## config.mk

```make
export PLATFORM = sky130hd
export DESIGN_NAME = mem_bank_fabric
export DESIGN_NICKNAME = d
export VERILOG_FILES = /design/src/rtl/mem_fabric_pkg.sv /design/src/rtl/mem_addr_decode.sv /design/src/rtl/mem_bank_fabric.sv
export SDC_FILE = /design/constraint.sdc
export NUM_CORES = 1
export LEC_CHECK = 0
export CAP_MARGIN = 0
export CORE_MARGIN = 8
export CORE_UTILIZATION = 41
export CTS_CLUSTER_DIAMETER = 40
export CTS_CLUSTER_SIZE = 28
export DETAILED_ROUTE_END_ITERATION = 8
export PLACE_DENSITY = 0.81
export SLEW_MARGIN = 10
export SYNTH_ARGS = -nofsm -noshare
export SYNTH_HDL_FRONTEND = slang
export SYNTH_SLANG_ARGS = --single-unit
```

## constraint.sdc

```tcl
create_clock -name clk -period 2.7 [get_ports clk]
set_input_delay 0.27 -clock clk [delete_from_list [all_inputs] [get_ports clk]]
set_output_delay 0.27 -clock clk [all_outputs]
set_load 0.02 [all_outputs]
```

## src/rtl/mem_fabric_pkg.sv

```systemverilog
// rtl/mem_fabric_pkg.sv - shared types and constants for the CPU-to-RAM/MMIO fabric
package mem_fabric_pkg;

  typedef enum logic [1:0] {IDLE, RAM_RD, IO_RD, IO_WR} fsm_t;
  typedef enum logic [1:0] {REG_RAM, REG_IO, REG_UNMAPPED} region_t;

  localparam logic [31:0] RD_ERR_IO    = 32'hFFFF_FFFF;
  localparam logic [31:0] RD_ERR_UNMAP = 32'h0000_0000;

  // A single bank needs no bank-select bits at all.
  function automatic int bank_bits(input int n);
    return (n > 1) ? $clog2(n) : 0;
  endfunction

endpackage

```

## src/rtl/mem_addr_decode.sv

```systemverilog
// rtl/mem_addr_decode.sv - splits a CPU byte address into region, bank and word
module mem_addr_decode
  import mem_fabric_pkg::*;
#(
  parameter int NUM_BANKS = 2,
  parameter int BANK_AW   = 10,
  parameter int MMIO_BIT  = 22,
  localparam int BW       = bank_bits(NUM_BANKS),
  localparam int BIW      = (BW > 0) ? BW : 1
) (
  input  logic [31:0]        addr,
  output region_t            region,
  output logic [BIW-1:0]     bank,
  output logic [BANK_AW-1:0] word
);

  localparam int          LO      = BANK_AW + 2 + BW;
  localparam logic [31:0] HI_MASK = ~((32'd1 << LO) - 32'd1) & ~(32'd1 << MMIO_BIT);

  assign word = addr[BANK_AW+1:2];

  if (BW > 0) begin : g_bank
    assign bank = addr[BANK_AW+2 +: BW];
  end else begin : g_nobank
    assign bank = '0;
  end

  always_comb begin
    region = REG_RAM;
    if (addr[MMIO_BIT])          region = REG_IO;
    else if (|(addr & HI_MASK))  region = REG_UNMAPPED;
  end

endmodule

```

## src/rtl/mem_bank_fabric.sv

```systemverilog
// rtl/mem_bank_fabric.sv - FemtoRV native bus to banked sync RAM plus one MMIO port
module mem_bank_fabric
  import mem_fabric_pkg::*;
#(
  parameter int NUM_BANKS  = 2,
  parameter int BANK_AW    = 10,
  parameter int RD_LAT     = 1,
  parameter int MMIO_BIT   = 22,
  parameter int IO_TIMEOUT = 255
) (
  input  logic                    clk,
  input  logic                    rstN,
  input  logic [31:0]             cpu_addr,
  input  logic [31:0]             cpu_wdata,
  input  logic [3:0]              cpu_wmask,
  input  logic                    cpu_rstrb,
  output logic [31:0]             cpu_rdata,
  output logic                    cpu_rbusy,
  output logic                    cpu_wbusy,
  output logic [BANK_AW-1:0]      ram_addr,
  output logic [31:0]             ram_wdata,
  output logic [3:0]              ram_byteena,
  output logic [NUM_BANKS-1:0]    ram_wren,
  output logic [NUM_BANKS-1:0]    ram_rden,
  input  logic [NUM_BANKS*32-1:0] ram_rdata,
  output logic                    io_req,
  output logic                    io_we,
  output logic [31:0]             io_addr,
  output logic [31:0]             io_wdata,
  output logic [3:0]              io_wmask,
  input  logic                    io_ack,
  input  logic [31:0]             io_rdata,
  input  logic                    err_clr,
  output logic                    err_flag
);

  localparam int          BW  = bank_bits(NUM_BANKS);
  localparam int          BIW = (BW > 0) ? BW : 1;
  localparam logic [1:0]  LAT = 2'(RD_LAT);
  localparam logic [15:0] TMO = 16'(IO_TIMEOUT);

  region_t              region;
  logic [BIW-1:0]       bank, bank_q;
  logic [BANK_AW-1:0]   word;
  fsm_t                 state, state_nx;
  logic [1:0]           lat_cnt;
  logic [15:0]          tmo_cnt;
  logic                 unmap_q, err_set;
  logic                 wr, rd, strobe, idle, io_busy, io_abort;
  logic [NUM_BANKS-1:0] bank_sel;

  mem_addr_decode #(.NUM_BANKS(NUM_BANKS), .BANK_AW(BANK_AW), .MMIO_BIT(MMIO_BIT)) u_decode (
    .addr   (cpu_addr),
    .region (region),
    .bank   (bank),
    .word   (word)
  );

  assign wr       = |cpu_wmask;
  assign rd       = cpu_rstrb & ~wr;
  assign strobe   = cpu_rstrb | wr;
  assign idle     = (state == IDLE);
  assign io_busy  = (state == IO_RD) || (state == IO_WR);
  assign io_abort = io_busy && !io_ack && (tmo_cnt == TMO);
  assign bank_sel = NUM_BANKS'(1) << bank;

  // RAM side is pass-through; gated by reset so nothing toggles the banks while held.
  assign ram_addr    = rstN ? word : '0;
  assign ram_wdata   = rstN ? cpu_wdata : '0;
  assign ram_byteena = rstN ? cpu_wmask : '0;
  assign ram_wren    = (rstN && idle && wr && region == REG_RAM) ? bank_sel : '0;
  assign ram_rden    = (rstN && idle && rd && region == REG_RAM) ? bank_sel : '0;

  assign cpu_rbusy = (state == RAM_RD) || (state == IO_RD);
  assign cpu_wbusy = (state == IO_WR);

  always_comb begin
    state_nx = state;
    err_set  = 1'b0;
    case (state)
      IDLE: if (strobe) begin
        err_set = (cpu_rstrb && wr) || (region == REG_UNMAPPED);
        if (region == REG_IO) state_nx = wr ? IO_WR : IO_RD;
        else if (rd)          state_nx = RAM_RD;
      end
      RAM_RD:       if (lat_cnt == LAT) state_nx = IDLE;
      IO_RD, IO_WR: if (io_ack || io_abort) state_nx = IDLE;
      default:      state_nx = IDLE;
    endcase
    if ((!idle && strobe) || io_abort) err_set = 1'b1;
  end

  always_ff @(posedge clk or negedge rstN) begin
    if (!rstN) begin
      state     <= IDLE;
      bank_q    <= '0;
      unmap_q   <= 1'b0;
      lat_cnt   <= '0;
      tmo_cnt   <= '0;
      cpu_rdata <= '0;
      err_flag  <= 1'b0;
      io_req    <= 1'b0;
      io_we     <= 1'b0;
      io_addr   <= '0;
      io_wdata  <= '0;
      io_wmask  <= '0;
    end else begin
      state    <= state_nx;
      err_flag <= err_set | (err_flag & ~err_clr);
      case (state)
        IDLE: if (strobe) begin
          bank_q  <= bank;
          unmap_q <= (region == REG_UNMAPPED);
          // Unmapped reads reuse RAM_RD but finish after a single busy cycle.
          lat_cnt <= (region == REG_UNMAPPED) ? LAT : 2'd1;
          tmo_cnt <= 16'd1;
          if (region == REG_IO) begin
            io_req   <= 1'b1;
            io_we    <= wr;
            io_addr  <= cpu_addr;
            io_wdata <= cpu_wdata;
            io_wmask <= cpu_wmask;
          end
        end
        RAM_RD: begin
          if (lat_cnt == LAT)
            cpu_rdata <= unmap_q ? RD_ERR_UNMAP : ram_rdata[32*bank_q +: 32];
          else
            lat_cnt <= lat_cnt + 2'd1;
        end
        IO_RD, IO_WR: begin
          if (io_ack) begin
            io_req <= 1'b0;
            if (state == IO_RD) cpu_rdata <= io_rdata;
          end else if (io_abort) begin
            io_req    <= 1'b0;
            cpu_rdata <= RD_ERR_IO;
          end else begin
            tmo_cnt <= tmo_cnt + 16'd1;
          end
        end
        default: ;
      endcase
    end
  end

endmodule

```

==> results of run 1 <==
[cells in the mapped netlist (3+ instances only)]
cell type / instances / share of area, %
or3_1: 4 / 0.39
and3_1: 4 / 0.39
clkbuf_1: 21 / 1.2
nor3_1: 5 / 0.39
inv_1: 10 / 0.58
ha_1: 6 / 1.2
o211ai_1: 7 / 0.81
nand2_1: 17 / 0.99
mux2i_1: 34 / 5.3
o31ai_1: 5 / 0.58
and2_1: 47 / 4.5
nand4_1: 4 / 0.39
buf_6: 3 / 0.52
mux2_1: 29 / 5.0
buf_1: 6 / 0.35
nor2_1: 11 / 0.64
o21ai_0: 50 / 3.9
nor4_1: 4 / 0.39
buf_2: 9 / 0.70
or4_1: 6 / 0.70
nand3_1: 11 / 0.85
nand2b_1: 5 / 0.48
o21a_1: 3 / 0.35
o22ai_1: 32 / 3.1
dfrtp_1: 125 / 48
a21oi_1: 16 / 1.2
mux2_2: 70 / 12
nand3b_1: 3 / 0.35
[worst max-delay path: stages]
cell	delay (ns)
clkdlybuf4s50_1	0.43
or4_1	0.52
nor4_1	0.23
buf_4	0.18
nand3_1	0.13
nor3_1	0.21
clkdlybuf4s15_1	0.35
[report_power, final]
| group | internal (mW) | switching, mW | total, mW | leakage [nW] |
|---|---|---|---|---|
| logic | 3.07 | 3.12 | 6.19 | 2.55 |
| clock network | 1.42 | 0.820 | 2.24 | 0.281 |
| registers | 2.73 | 0.446 | 3.17 | 1.51 |
[repair_timing]
action,in CTS,in global routing
pin swaps,0,0
setup buffers,0,0
gates cloned,0,0
setup endpoints to repair,4,2
resized for setup,4,2
endpoints found under the hold margin,12,0
hold buffers,1,0
[per-stage QoR]
| stage | worst slack, ns | cell area, sq um | util, % | total power [mW] | setup TNS, ns |
|---|---|---|---|---|---|
| floorplan | 0.5873 | 6474 | - | 6.661 | 0 |
| global placement | -0.1426 | 10040 | 64.11 | 9.320 | -0.2908 |
| detailed placement | -0.1528 | 10040 | 64.11 | 9.433 | -0.3128 |
| CTS | 0.1163 | 10630 | 67.89 | 11.73 | 0 |
| global route | -0.03512 | 10640 | 67.93 | 12.28 | -0.03512 |
| finish | 0.1138 | 10640 | 67.93 | 11.60 | 0 |
[cells by family after synthesis]
family	synth area share, %
AO/OA/AOI/OAI	12.18
XOR/XNOR	0.2706
adder cells (fa/ha/maj)	1.160
buffers and inverters	3.537
flip-flops	48.32
multiplexers	22.71
AND/OR/NAND/NOR	11.83
[path summary, 6_finish.rpt]
check	slack [ns]	from	to	depth (start not counted)
setup / recovery	0.11	cpu_addr[16]	ram_rden[0]	7
hold / removal	0.30	rstN	io_wdata[16]	2
max in group asynchronous	1.30	rstN	bank_q	3
setup reg to reg	0.34	tmo_cnt[9]	cpu_rdata[31]	6
hold reg to reg	0.47	io_addr[22]	io_addr[22]	1
min in group clk	0.47	io_addr[22]	io_addr[22]	1
[state kept, by name, indices dropped and copies added, names as in the netlist]
register and count:
state 2, io_we 1, bank_q 1, tmo_cnt 16, io_addr 32, lat_cnt 2
io_wmask 4, io_wdata 32, err_flag 1, unmap_q 1, cpu_rdata 32, io_req 1
[routing by layer]
layer  vias to the layer above  wire length, microns  global-route usage, %
met3                        26                  2472                  9.879
met1                      2861                  8548                  24.91
met2                       243                 10930                  37.18
li1                       2770                     -                      -
met4                         0                   498                  8.197
met5                         -                     0                      0
[final cells by class]
type | instances | area [sq um]
sequential | 125 | 3129
fill | 1249 | 5020
clock inverter | 10 | 115.1
tap | 216 | 270.3
multi-input combinational | 399 | 3136
timing repair buffer | 350 | 3473
inverter | 11 | 41.29
clock buffer | 21 | 470.5
==> flow_metrics.py, run 1 <==
metrics = {
    "clock_tree": {
        "cts_root_buf": "clkbuf_16",
        "cts.clk_slew.worst_paths_ns": 0.05,
        "numClockSinks": 125,
        "cts_tree": "built",
        "cts_buffer_depth": 2,
        "cts_max_level": 4,
        "cts_buffers": 17,
        "insertion_delay_ns": 0.41,
    },
    "timing": {
        "fmax_mhz": 386.7,
        "slew_violations": 0,
        "slew_headroom_pct": 36.07,
        "fin_crit_sh_pct": 95.78,
        "fin_skew_ns": 0.004656,
        "setup_viol": 0,
        "worst_pin_slew_ns": 0.9590,
        "period_needed_ns": 2.586,
        "hold_viol": 0,
        "holdWs_ns": 0.2992,
    },
    "detailed_routing": {
        "wl_per_cell_microns": 19.83,
        "firstDrtPassIters": 5,
        "totalWireLength_microns": 22450,
        "first_iter_violations": 223,
        "vias": 5900,
        "viasPerCell": 5.212,
        "drt_drc_violations_left": 0,
        "ant_nets": 0,
    },
    "synthesis": {
        "synthFlopType": "dfrtp_1",
        "syn_avg_cell_area_sq_um": 11.26,
        "synth_warnings": 0,
        "synth-edff-count": 0,
        "syn_area_sq_um": 6474,
        "ys_seq_area_share_pct": 48.32,
        "ys_types": 53,
        "ys_seq_elements": 125,
        "synth_nets": 750,
        "synthCells": 575,
        "async_flop_share_pct": 100.0,
    },
    "finish": {
        "drive_above_1_share_pct": 14.96,
        "stdcell_count": 1132,
        "diodes": 0,
        "layout.cells.most_common_list": "clkdlybuf4s50_1 (318), dfrtp_1 (124), mux2_2 (70)",
        "area_delta_synth_final_pct": 64.28,
        "finish.net_count": 1079,
        "layout_commonest_cell": "clkdlybuf4s50_1",
    },
    "global_routing": {
        "grt_pass1_vias": 6075,
        "antenna_found_initial": 0,
        "grt_max_degree": 63,
        "gr-total-overflow": 0,
        "track_usage_pct": 22.36,
        "grt_pass1_wl_microns": 34820,
    },
    "setup_path": {
        "crit_fanout": 3,
        "arrival_ns": 2.32,
        "cp-start-kind": "input port",
        "crit_path_end_kind": "primary output",
        "crit_type": "input port to primary output",
        "cp.required_ns": 2.43,
    },
    "die": {
        "start_util_pct": 41.35,
        "coreArea_sq_um": 15660,
        "ioPinCount": 324,
        "row_count": 46,
        "die_w_microns": 141.7,
        "die_y_microns": 141.7,
        "die_area_sq_um": 20070,
    },
    "outcome": {
        "status": "completed",
    },
    "run": {
        "max_cap_viol_count": 0,
    },
    "place": {
        "place_congestion": 0.8509,
        "portBuffers": 323,
        "dpl.hpwl_microns": 17570,
        "dp_cells": 1100,
    },
    "hold_path": {
        "min_path_type": "input port to async pin",
    },
    "power": {
        "peakVddDrop_uv": 710.3,
        "powerDensity_nw_per_um2": 1091,
        "leakagePower_nw": 4.333,
    },
}
Note: power is estimated with default switching activity, not from simulation.
==> run 2: changes to the inputs <==
--- a/config.mk
+++ b/config.mk
@@ -5,12 +5,13 @@
 export SDC_FILE = /design/constraint.sdc
 export NUM_CORES = 1
 export LEC_CHECK = 0
-export CAP_MARGIN = 0
+export CAP_MARGIN = 25
 export CORE_MARGIN = 8
 export CORE_UTILIZATION = 41
 export CTS_CLUSTER_DIAMETER = 40
 export CTS_CLUSTER_SIZE = 28
 export DETAILED_ROUTE_END_ITERATION = 8
+export GPL_ROUTABILITY_DRIVEN = 0
 export PLACE_DENSITY = 0.81
 export SLEW_MARGIN = 10
 export SYNTH_ARGS = -nofsm -noshare
==> results of run 2 <==
The final DEF is identical to that of run 1; final timing and power are the same.
